===== config.mk =====
export PLATFORM = sky130hd
export DESIGN_NAME = lcd_8080_sink
export DESIGN_NICKNAME = d
export VERILOG_FILES = /design/src/rtl/lcd_8080_sink.sv
export SDC_FILE = /design/constraint.sdc
export NUM_CORES = 1
export LEC_CHECK = 0
export CORE_ASPECT_RATIO = 2
export CORE_MARGIN = 10
export CORE_UTILIZATION = 58
export CTS_CLUSTER_SIZE = 20
export DETAILED_ROUTE_END_ITERATION = 6
export HOLD_SLACK_MARGIN = 0.1
export PLACE_DENSITY = 0.79
export SKIP_CTS_REPAIR_TIMING = 1
export SLEW_MARGIN = 20
export SYNTH_ARGS = -nofsm -noshare
export SYNTH_HDL_FRONTEND = slang
export SYNTH_SLANG_ARGS = --single-unit
export TNS_END_PERCENT = 5

===== constraint.sdc =====
create_clock -name clk -period 11.55 [get_ports clk]
set_input_delay 2.31 -clock clk [delete_from_list [all_inputs] [get_ports clk]]
set_output_delay 2.31 -clock clk [all_outputs]
set_load 0.02 [all_outputs]

===== src/rtl/lcd_8080_sink.sv =====
// lcd_8080_sink: panel-side responder for an 8-bit 8080-style LCD bus.
// Samples the asynchronous bus through a synchronizer and decodes the
// ILI9486 command subset: soft reset, MADCTL, COLMOD, CASET, PASET, RAMWR.
// RAMWR data is assembled into RGB565 pixels, which leave on a framebuffer
// write port. Decoded state is readable on the a/spo status port.
module lcd_8080_sink #(
    parameter int WIDTH       = 480,
    parameter int HEIGHT      = 320,
    parameter int SYNC_STAGES = 2
) (
    input  logic        clk,
    input  logic        rst,
    input  logic [7:0]  lcd_d,
    input  logic        lcd_wr,
    input  logic        lcd_rs,
    input  logic        lcd_cs,
    input  logic [31:0] a,
    output logic [31:0] spo,
    output logic        pix_we,
    output logic [17:0] pix_a,
    output logic [15:0] pix_d,
    output logic        frame_done
);

    localparam logic [15:0] COL_END = 16'(WIDTH - 1);
    localparam logic [15:0] ROW_END = 16'(HEIGHT - 1);
    localparam logic [15:0] W16     = 16'(WIDTH);
    localparam logic [15:0] H16     = 16'(HEIGHT);
    localparam logic [17:0] W18     = 18'(WIDTH);

    typedef enum logic [2:0] {
        ST_IDLE   = 3'd0,
        ST_PARAM1 = 3'd1,
        ST_CAS    = 3'd2,
        ST_PAS    = 3'd3,
        ST_RAMWR  = 3'd4,
        ST_SKIP   = 3'd5
    } state_t;

    // Synchronizer chains: all bus lines share the same stages so that a
    // byte and its rs/cs qualifiers arrive at the decoder together.
    logic [SYNC_STAGES-1:0]       wr_sync_q;
    logic [SYNC_STAGES-1:0]       cs_sync_q;
    logic [SYNC_STAGES-1:0]       rs_sync_q;
    logic [SYNC_STAGES-1:0][7:0]  d_sync_q;
    logic                         wr_prev_q;

    // Decoder state
    state_t      state_q;
    logic [15:0] sc_q, ec_q, sp_q, ep_q;
    logic [7:0]  madctl_q, colmod_q, last_cmd_q;
    logic [31:0] pix_cnt_q;
    logic [15:0] col_q, row_q;
    logic        phase_q;
    logic [7:0]  hi_q;
    logic [2:0]  pcnt_q;
    logic [15:0] start_tmp_q;
    logic [7:0]  end_hi_q;
    logic        pix_we_q, frame_done_q;
    logic [17:0] pix_a_q;
    logic [15:0] pix_d_q;

    // Combinational helpers
    logic        byte_evt_s;
    logic        is_data_s;
    logic [7:0]  byte_s;
    logic [15:0] col_d, row_d;
    logic        wrap_s;
    logic        in_range_s;
    logic [17:0] pix_addr_s;
    logic [15:0] new_end_s;
    logic        commit_ok_s;
    logic        unused_a_s;

    assign unused_a_s = ^{a[31:4], a[1:0]};

    // Shift raw bus lines through the synchronizer; idle bus is wr=1, cs=1
    always_ff @(posedge clk or posedge rst) begin
        if (rst) begin
            wr_sync_q <= '1;
            cs_sync_q <= '1;
            rs_sync_q <= '0;
            d_sync_q  <= '0;
            wr_prev_q <= 1'b1;
        end else begin
            wr_sync_q <= {wr_sync_q[SYNC_STAGES-2:0], lcd_wr};
            cs_sync_q <= {cs_sync_q[SYNC_STAGES-2:0], lcd_cs};
            rs_sync_q <= {rs_sync_q[SYNC_STAGES-2:0], lcd_rs};
            d_sync_q  <= {d_sync_q[SYNC_STAGES-2:0], lcd_d};
            wr_prev_q <= wr_sync_q[SYNC_STAGES-1];
        end
    end

    assign byte_evt_s = wr_sync_q[SYNC_STAGES-1] & ~wr_prev_q & ~cs_sync_q[SYNC_STAGES-1];
    assign is_data_s  = rs_sync_q[SYNC_STAGES-1];
    assign byte_s     = d_sync_q[SYNC_STAGES-1];

    // Next cursor position, window wrap detection and pixel address
    always_comb begin
        col_d  = col_q;
        row_d  = row_q;
        wrap_s = 1'b0;
        if (col_q == ec_q) begin
            col_d = sc_q;
            if (row_q == ep_q) begin
                row_d  = sp_q;
                wrap_s = 1'b1;
            end else begin
                row_d = row_q + 16'd1;
            end
        end else begin
            col_d = col_q + 16'd1;
        end
        in_range_s  = (col_q < W16) && (row_q < H16);
        pix_addr_s  = 18'(row_q) * W18 + 18'(col_q);
        new_end_s   = {end_hi_q, byte_s};
        commit_ok_s = (start_tmp_q <= new_end_s);
    end

    // Command/data decoder FSM with registered pixel outputs
    always_ff @(posedge clk or posedge rst) begin
        if (rst) begin
            state_q      <= ST_IDLE;
            sc_q         <= 16'd0;
            ec_q         <= COL_END;
            sp_q         <= 16'd0;
            ep_q         <= ROW_END;
            madctl_q     <= 8'd0;
            colmod_q     <= 8'd0;
            last_cmd_q   <= 8'd0;
            pix_cnt_q    <= 32'd0;
            col_q        <= 16'd0;
            row_q        <= 16'd0;
            phase_q      <= 1'b0;
            hi_q         <= 8'd0;
            pcnt_q       <= 3'd0;
            start_tmp_q  <= 16'd0;
            end_hi_q     <= 8'd0;
            pix_we_q     <= 1'b0;
            frame_done_q <= 1'b0;
            pix_a_q      <= 18'd0;
            pix_d_q      <= 16'd0;
        end else begin
            pix_we_q     <= 1'b0;
            frame_done_q <= 1'b0;
            if (byte_evt_s) begin
                if (!is_data_s) begin
                    // Any command aborts pending pixel halves and parameters
                    last_cmd_q <= byte_s;
                    phase_q    <= 1'b0;
                    pcnt_q     <= 3'd0;
                    case (byte_s)
                        8'h01: begin
                            sc_q      <= 16'd0;
                            ec_q      <= COL_END;
                            sp_q      <= 16'd0;
                            ep_q      <= ROW_END;
                            madctl_q  <= 8'd0;
                            colmod_q  <= 8'd0;
                            pix_cnt_q <= 32'd0;
                            state_q   <= ST_SKIP;
                        end
                        8'h36, 8'h3A: state_q <= ST_PARAM1;
                        8'h2A:        state_q <= ST_CAS;
                        8'h2B:        state_q <= ST_PAS;
                        8'h2C: begin
                            col_q   <= sc_q;
                            row_q   <= sp_q;
                            state_q <= ST_RAMWR;
                        end
                        default:      state_q <= ST_SKIP;
                    endcase
                end else begin
                    case (state_q)
                        ST_PARAM1: begin
                            if (last_cmd_q == 8'h36) begin
                                madctl_q <= byte_s;
                            end else begin
                                colmod_q <= byte_s;
                            end
                            state_q <= ST_SKIP;
                        end
                        ST_CAS, ST_PAS: begin
                            case (pcnt_q)
                                3'd0: start_tmp_q[15:8] <= byte_s;
                                3'd1: start_tmp_q[7:0]  <= byte_s;
                                3'd2: end_hi_q          <= byte_s;
                                3'd3: begin
                                    // Reversed windows are rejected outright
                                    if (commit_ok_s) begin
                                        if (state_q == ST_CAS) begin
                                            sc_q <= start_tmp_q;
                                            ec_q <= new_end_s;
                                        end else begin
                                            sp_q <= start_tmp_q;
                                            ep_q <= new_end_s;
                                        end
                                    end else begin
                                        sc_q <= sc_q;
                                    end
                                end
                                default: pcnt_q <= pcnt_q;
                            endcase
                            if (pcnt_q != 3'd4) begin
                                pcnt_q <= pcnt_q + 3'd1;
                            end else begin
                                pcnt_q <= pcnt_q;
                            end
                        end
                        ST_RAMWR: begin
                            if (!phase_q) begin
                                hi_q    <= byte_s;
                                phase_q <= 1'b1;
                            end else begin
                                phase_q <= 1'b0;
                                // Off-panel pixels are dropped but still move the cursor
                                if (in_range_s) begin
                                    pix_we_q  <= 1'b1;
                                    pix_a_q   <= pix_addr_s;
                                    pix_d_q   <= {hi_q, byte_s};
                                    pix_cnt_q <= pix_cnt_q + 32'd1;
                                end else begin
                                    pix_we_q  <= 1'b0;
                                end
                                col_q        <= col_d;
                                row_q        <= row_d;
                                frame_done_q <= wrap_s;
                            end
                        end
                        default: state_q <= state_q;
                    endcase
                end
            end else begin
                state_q <= state_q;
            end
        end
    end

    // Status read mux, combinational from registers
    always_comb begin
        spo = 32'd0;
        case (a[3:2])
            2'd0:    spo = {sc_q, ec_q};
            2'd1:    spo = {sp_q, ep_q};
            2'd2:    spo = {8'h00, madctl_q, colmod_q, last_cmd_q};
            2'd3:    spo = pix_cnt_q;
            default: spo = 32'd0;
        endcase
    end

    assign pix_we     = pix_we_q;
    assign pix_a      = pix_a_q;
    assign pix_d      = pix_d_q;
    assign frame_done = frame_done_q;

endmodule


==> results of run 1 <==
==> worst paths after layout <==
kind                                  end    startpoint
max                               spo[29]          a[2]
min reg2reg                  rs_sync_q[1]  rs_sync_q[0]
max reg2reg                     pix_a[17]      row_q[3]
min in group asynchronous  start_tmp_q[0]           rst
max in group asynchronous       col_q[13]           rst
min                          rs_sync_q[1]  rs_sync_q[0]
==> cell type report <==
type                            count  area [um^2]
Antenna cell                        1         2.50
Clock buffer                       30          644
Clock inverter                     14          243
Fill cell                        2085         8790
Inverter                           64          248
Multi-Input combinational cell   1108         8210
Sequential cell                   250         6280
Tap cell                          340          425
Timing Repair Buffer               96          916
==> kinds of logic after synthesis <==
group / Yosys count / synth area share, %
buf+inv: 179 / 4.83
compound gates: 443 / 19.5
mux: 95 / 8.72
flops: 250 / 41.4
simple gates: 429 / 14.5
fa+ha+maj: 78 / 7.43
xor+xnor: 63 / 3.64
==> state kept, by name, indices dropped and copies added, names as in the netlist, 16 cells and up <==
name and count:
pix_d 16, pix_cnt_q 32, col_q 16, pix_a 18, ep_q 16, sc_q 16
ec_q 16, start_tmp_q 16, row_q 16, sp_q 16
==> critical path, delay by kind of cell <==
family / cells / cell delay (ns)
AOI/OAI and AO/OA: 1 / 0.12
and+or+nand+nor: 2 / 0.47
buffers and inverters: 2 / 1.44
==> power groups by stage <==
stage          Clock, mW  Combinational [mW]  Sequential, mW
3_5_place_dp           0                1.08            1.10
3_3_place_gp           0                1.04            1.09
5_1_grt            0.939                1.20            1.09
4_1_cts            0.901                1.09            1.08
2_1_floorplan          0               0.784            1.06
6_report           0.900                1.09            1.09
==> through the flow <==
stage | power (mW) | hold slack, ns | worst slack, ns | std cells | instance area (um^2)
after global placement | 2.13 | 0.331 | 4.92 | 1858 | 16100
after floorplan | 1.84 | 0.331 | 2.40 | 1537 | 15200
after global routing | 3.24 | 0.357 | 4.68 | 1902 | 17000
after detailed placement | 2.17 | 0.338 | 4.89 | 1858 | 16100
after CTS | 3.07 | 0.353 | 4.88 | 1902 | 17000
final | 3.07 | 0.349 | 4.88 | 1903 | 17000
==> routing by layer <==
layer	global-route usage, %	vias up	part of all wire [%]
li1	-	5796	-
met1	30.1	6488	34
met2	47.8	676	51
met3	4.68	192	6.6
met4	23.2	0	9.3
met5	0	-	0
==> layout by cell type, fill, tap and decap left out, types with 8 or more instances in the layout <==
cell,count
fa_1,20
dfrtp_1,229
a2bb2oi_1,8
nand4_1,27
mux4_2,24
o2111ai_1,51
a2111oi_0,16
o31ai_1,10
o21ai_0,99
ha_1,58
dfstp_2,20
nand3_1,62
and3_1,12
buf_4,14
a21o_1,11
and4_1,11
o21a_1,10
nor3_1,62
o22ai_1,9
xor2_1,47
clkbuf_16,25
clkdlybuf4s50_1,80
or3_1,12
a21oi_1,123
nor4_1,12
mux2i_1,14
or4_1,8
nand2b_1,8
nor2_1,61
mux2_2,57
o311ai_0,45
nand2_1,119
a311oi_1,12
and2_1,8
xnor2_1,16
inv_1,61
==> flow_summary.yaml, run 1 <==
critical_path:
  crit_required_ns: 9.24
  r2r_cells: 14
  endpoint_kind: "primary output"
  worst-setup-path-type: "in2out"
  start_kind: "primary input"
  cp_max_fo: 33
  crit_chain: "buf_2, and2_1, nand2_1, o21ai_0, clkdlybuf4s50_1"
  cp_slowest_stage_delay_ns: 0.77
  worst_path_max_delay_cell: "buf_2"
  cp.arrival_ns: 4.36
  rrSetupSlack_ns: 6.50
place:
  place_congestion: 0.974
  numPortBuffers: 82
  dpl.hpwl_um: 34200
grt:
  grt_pass1_vias: 12900
  antenna_found_initial: 0
  grt_max_degree: 131
  grt_overflow_total: 0
  grt_pass1_wl_um: 74800
  grt_usage_pct: 28.3
timing:
  report.final.hold_viol_count: 0
  tightestPinTransition_ns: 1.10
  slew-limit-headroom_pct: 26.6
  period_minus_slack_ns: 6.67
  post-route-period-util_pct: 57.8
  finalMaxSlewViolations: 0
  tns_ns: 0
  rsz0062_at_grt: "no"
  fmax_mhz: 150
  finClkSkew_ns: 0.0172
  setup_violations: 0
power:
  seq_power_share_pct: 35.3
  p_comb_share_pct: 35.4
  p_clk_share_pct: 29.3
  p_leak_nw: 7.14
  p_sw_share_pct: 37.2
  p_per_area_nw_per_um2: 181
  internal_power_mw: 1.93
  ir_drop_uv: 154
  switchingPower_mw: 1.14
floorplan:
  die_y_um: 249
  core-area_um2: 25800
  die_x_um: 134
  initial_utilization_pct: 58.9
  num_io_pins: 113
  row_count: 83
  design.die.area_um2: 33400
cts:
  numCtsBuffers: 24
  clkTransAtPathRegs_ns: 0.07
  cts-root-buf: "clkbuf_16"
  cts_max_path_buffers: 3
  htree_num_levels: 1
  clock_latency_ns: 0.54
  clock_sinks: 250
  cts_tree: "built"
hold_path:
  min_path_type: "reg2reg"
  hold-path-cell-count: 0
synthesis:
  ys.flop_type: "dfrtp_1"
  syn_nets: 1660
  syn_area_um2: 15200
  synth_edf_count: 0
  syn-instance-count: 1537
  avgSynthCellArea_um2: 9.87
  synth_common_cells: "dfrtp_1 (230), a21oi_1 (123), nand2_1 (120)"
  synth_top_area_share_pct: 38.0
  yosysSeqAreaShare_pct: 41.4
  async_reset_ff_share_pct: 100
  synth_area_leader_cell: "dfrtp_1"
  synth_top_cells_by_area: "dfrtp_1 (38%), ha_1 (4.8%), mux2_2 (4.2%)"
  synth_seq_cells: 250
  synth.most_common_cell: "dfrtp_1"
  ys_warn_count: 0
  ys_types: 78
route:
  drt-total-wl_um: 48000
  drc_errors: 0
  dr.pass1.iters: 5
  vias: 13200
  via_per_inst: 6.91
  drt_iter0_markers: 1354
  detail-route-antenna-nets: 0
  wl_per_cell_um: 25.2
run_status:
  status: "finished clean"
finish:
  area_growth_pct: 11.9
  final_net_count: 1667
  drive_gt1_share_pct: 11.6
  fin_util_pct: 65.9
flow_run:
  maxCapViolCount: 0
No activity file was read; power rests on OpenSTA's default activity.
==> run 2: changes to the inputs <==
- clock period: 11.55 -> 6.6 ns (I/O delays scaled with it)
==> run 2 against run 1 <==
Compared with the run above: count of clock-buffer cells in the layout up 1; largest cell class unchanged; via count down 0.21%; clock power up 60%; register-to-register slack worse by 4.9 ns; clock skew up 0.013 ns; die area unchanged; combinational power up 73%.
==> flow_summary.yaml, run 2 (synthesis results as in run 1) <==
floorplan:
  num_io_pins: 113
  row_count: 83
  die_y_um: 249
  core-area_um2: 25800
  die_x_um: 134
  design.die.area_um2: 33400
  initial_utilization_pct: 58.9
cts:
  numCtsBuffers: 24
  cts_max_path_buffers: 3
  cts_tree: "built"
  clkTransAtPathRegs_ns: 0.06
  htree_num_levels: 1
  clock_sinks: 250
  clock_latency_ns: 0.55
  cts-root-buf: "clkbuf_16"
finish:
  final_net_count: 1667
  fillCellCount: 2055
  final_cell_area_um2: 16900
  final_common_cell: "dfrtp_1"
  largest_reg_flops: 32
  drive_gt1_share_pct: 11.6
  area_growth_pct: 11.4
  diodes: 0
  final_cell_mix: "dfrtp_1 (229), a21oi_1 (123), nand2_1 (119)"
  fin_util_pct: 65.6
  top_register: "pix_cnt_q"
route:
  drc_errors: 0
  via_per_inst: 6.90
  detail-route-antenna-nets: 0
  wl_per_cell_um: 25.2
  vias: 13100
  dr.pass1.iters: 5
  drt-total-wl_um: 48000
  drt_iter0_markers: 1507
grt:
  grt_usage_pct: 28.3
  grt_pass1_wl_um: 74600
  use_met1_pct: 30.3
  antenna_found_initial: 0
  met2_usage_pct: 46.7
  grt.busiest_layer: "met2"
  grt_util_met3_pct: 4.66
  grt_overflow_total: 0
  grt_max_degree: 145
  grt_pass1_vias: 13000
timing:
  finalMaxSlewViolations: 0
  slew-limit-headroom_pct: 32.8
  setup_violations: 0
  tns_ns: 0
  finClkSkew_ns: 0.0306
  report.final.hold_viol_count: 0
  rsz0062_at_grt: "no"
  tightestPinTransition_ns: 1.01
  fmax_mhz: 200
  period_minus_slack_ns: 5.00
  layout_setup_ws_ns: 1.60
  post-route-period-util_pct: 75.8
hold_path:
  min_path_type: "reg2reg"
flow_run:
  maxCapViolCount: 0
critical_path:
  cp_max_fo: 7
  start_kind: "flop"
  endpoint_kind: "flop"
  crit_required_ns: 7.02
  cp.arrival_ns: 5.42
  worst-setup-path-type: "reg2reg"
place:
  dpl.hpwl_um: 34300
  place_ws_ns: 1.69
  place_congestion: 0.972
  dpl-instance-area_um2: 16100
  numPortBuffers: 82
power:
  ir_drop_uv: 277
  total_power_mw: 5.22
  p_leak_nw: 7.11
  p_per_area_nw_per_um2: 309
run_status:
  status: "finished clean"
[run 2: changes by cell type in the layout (fill, tap and decap cells not counted), sizes merged]
cell,before,now
clkinv,4,9
bufinv,6,3
inv,65,62
clkbuf,30,31
diode,1,0
[run 2: metrics by stage]
step	hold WS (ns)	cells
final	0.349	1902
after global routing	0.357	1902
after CTS	0.352	1902
after detailed placement	0.337	1858
after global placement	0.331	1858
after floorplan	0.331	1537
[run 2: final timing paths]
| path | from | endpoint | slack (ns) | cells past startpoint |
|---|---|---|---|---|
| worst max-delay path | row_q[3] | pix_a[17] | 1.60 | 18 |
| worst min-delay path | d_sync_q[0] | byte_s[0] | 0.35 | 0 |
| worst max register to register | row_q[3] | pix_a[17] | 1.60 | 18 |
| worst min register to register | d_sync_q[0] | byte_s[0] | 0.35 | 0 |
| max in group asynchronous | rst | last_cmd_q[0] | 3.88 | 4 |
| min in group asynchronous | rst | row_q[12] | 1.40 | 3 |
[run 2: cell type report]
| class | instances | area (um^2) | share of cell area (%) |
|---|---|---|---|
| Inverter | 64 | 244 | 1.44 |
| Sequential cell | 250 | 6280 | 37.2 |
| Clock buffer | 31 | 647 | 3.83 |
| Clock inverter | 13 | 160 | 0.948 |
| Timing Repair Buffer | 96 | 928 | 5.50 |
| Tap cell | 340 | 425 | 2.52 |
| Multi-Input combinational cell | 1108 | 8210 | 48.6 |
[run 2: worst max-delay path, cell delays in order, from the launching register on]
cell and delay, ns:
dfrtp_1 0.58, inv_1 0.20, fa_1 0.49, fa_1 0.53
inv_1 0.04, ha_1 0.36, o21ai_0 0.24, o21bai_1 0.10
a21oi_1 0.29, o21bai_1 0.12, a21oi_1 0.21, xnor2_1 0.18
ha_1 0.33, or2_2 0.31, a21oi_1 0.15, a21oi_1 0.06
o41ai_1 0.11, a2111oi_0 0.14, or3b_2 0.47
[run 2: routing by layer]
metal	share of wire, %	vias to the layer above
met1	33	6400
met5	0	-
met4	11	0
li1	-	5789
met3	7.2	220
met2	49	716
[run 2: where the power goes]
group | total, mW | switching, mW | leakage [nW] | internal [mW]
registers | 1.89 | 0.218 | 3.33 | 1.67
clock network | 1.44 | 0.625 | 0.393 | 0.816
logic | 1.89 | 1.12 | 3.39 | 0.772
total | 5.22 | 1.96 | 7.11 | 3.26
==> run 3: changes to the inputs <==
- CORE_UTILIZATION: 58 -> 54
- PLACE_DENSITY: 0.79 -> 0.77
- clock period: 6.6 -> 4.2 ns (I/O delays scaled with it)
==> run 3 against run 2 <==
Compared with the run above: the flow now finishes with violations (negative setup slack); register-to-register slack worse by 1.7 ns; fmax is 17% higher; count of clock-buffer cells in the layout fell by 2; final area increased by 4.3%; core utilization decreased by 1.9 points; power rose by 71%; sequential power up 54%; non-clock buffer count increased by 64; critical path type unchanged.
==> flow_summary.yaml, run 3 (synthesis results as in run 1) <==
critical_path:
  cp_max_fo: 3
  rrSetupSlack_ns: -0.06
  endpoint_kind: "flop"
  start_kind: "flop"
  crit_required_ns: 4.61
  cp.arrival_ns: 4.67
  worst-setup-path-type: "reg2reg"
grt:
  use_met1_pct: 26.7
  grt_util_met3_pct: 3.43
  grt.busiest_layer: "met2"
  grt_overflow_total: 0
  grt_max_degree: 96
  grt_pass1_vias: 12900
  grt_pass1_wl_um: 73900
  met2_usage_pct: 45.0
  grt_usage_pct: 25.6
  antenna_found_initial: 0
timing:
  report.final.hold_viol_count: 0
  finalMaxSlewViolations: 0
  setup_violations: 1
  slew-limit-headroom_pct: 25.0
  period_minus_slack_ns: 4.26
  tns_ns: -0.0567
  fmax_mhz: 235
  rsz0062_at_grt: "yes"
  finClkSkew_ns: 0.0205
  post-route-period-util_pct: 101
  tightestPinTransition_ns: 1.12
  layout_setup_ws_ns: -0.0567
route:
  drc_errors: 0
  wl_per_cell_um: 23.9
  detail-route-antenna-nets: 0
  dr.pass1.iters: 6
  drt_iter0_markers: 1155
  drt-total-wl_um: 47300
  vias: 13200
  via_per_inst: 6.69
cts:
  numCtsBuffers: 23
  cts_max_path_buffers: 3
  clock_latency_ns: 0.54
  clkTransAtPathRegs_ns: 0.07
  cts-root-buf: "clkbuf_16"
  cts_tree: "built"
  clock_sinks: 250
  htree_num_levels: 1
flow_run:
  maxCapViolCount: 0
place:
  dpl.hpwl_um: 34700
  place_congestion: 0.935
  dpl-instance-area_um2: 16600
  numPortBuffers: 82
finish:
  fillCellCount: 2123
  top_register: "pix_cnt_q"
  final_cell_area_um2: 17600
  drive_gt1_share_pct: 16.4
  largest_reg_flops: 32
  final_common_cell: "dfrtp_1"
  fin_util_pct: 63.7
  diodes: 0
  area_growth_pct: 16.2
  regArea_um2: 6280
  final_cell_mix: "dfrtp_1 (229), a21oi_1 (119), nand2_1 (119)"
  multi_input_area_um2: 8330
  final_net_count: 1730
floorplan:
  num_io_pins: 113
  core-area_um2: 27700
  die_y_um: 257
  die_x_um: 139
  initial_utilization_pct: 54.8
  design.die.area_um2: 35600
  row_count: 86
hold_path:
  min_path_type: "reg2reg"
run_status:
  violations: "negative setup slack"
  status: "complete, but fails checks"
power:
  p_per_area_nw_per_um2: 507
  ir_drop_uv: 453
  p_leak_nw: 7.47
==> run 3: cell types whose count changed in the layout (fill, tap and decap cells not counted), sizes merged <==
cell,before,now
clkinv,9,7
buf,16,80
inv,62,64
clkbuf,31,29
clkinvlp,3,2
bufinv,3,4
==> run 3: final cells by class <==
class / count / share of cell area [%]
multi-input cells: 1108 / 47.3
flip-flops and latches: 250 / 35.7
repair buffers: 160 / 8.50
clock buffers: 29 / 3.62
well taps: 352 / 2.50
inverters: 64 / 1.38
clock inverters: 13 / 1.04
==> run 3: stage by stage <==
step	hold slack [ns]	power [mW]	cells	setup WS, ns
floorplan	0.331	5.06	1537	-0.0759
global placement	0.333	6.25	1930	-0.0893
detailed placement	0.340	6.35	1930	-0.162
CTS	0.351	8.64	1972	-0.189
global route	0.356	9.44	1976	-0.189
finish	0.345	8.94	1976	-0.0567
==> run 3: metal layers <==
layer | routed length [um] | up-vias
li1 | - | 5906
met1 | 15900 | 6492
met2 | 24100 | 647
met3 | 2850 | 179
met4 | 4440 | 0
met5 | 0 | -
==> run 3: path summary, 6_finish.rpt <==
kind	cells past startpoint	to	from
worst min register to register	0	byte_s[2]	d_sync_q[2]
worst min-delay path	0	byte_s[2]	d_sync_q[2]
min in group asynchronous	2	byte_s[5]	rst
max in group asynchronous	3	ec_q[7]	rst
worst max-delay path	15	pix_a[17]	row_q[2]
worst max register to register	15	pix_a[17]	row_q[2]
==> run 3: worst max-delay path, stage by stage (launching register included) <==
cell and delay, ns:
dfrtp_1 0.41, buf_6 0.14, fa_2 0.59, fa_2 0.47, buf_6 0.14, fa_2 0.42, buf_6 0.13, xor2_1 0.13
ha_1 0.31, buf_4 0.15, nand3_1 0.07, o311a_1 0.21, a22oi_2 0.11, o41ai_2 0.37, a2111oi_1 0.10, or3b_4 0.38
==> run 3: where the power goes <==
group | leakage (nW) | internal [mW] | switching (mW)
clock | 0.404 | 1.33 | 0.970
sequential | 3.33 | 2.62 | 0.285
combinational | 3.74 | 1.72 | 2.01
total | 7.47 | 5.68 | 3.26
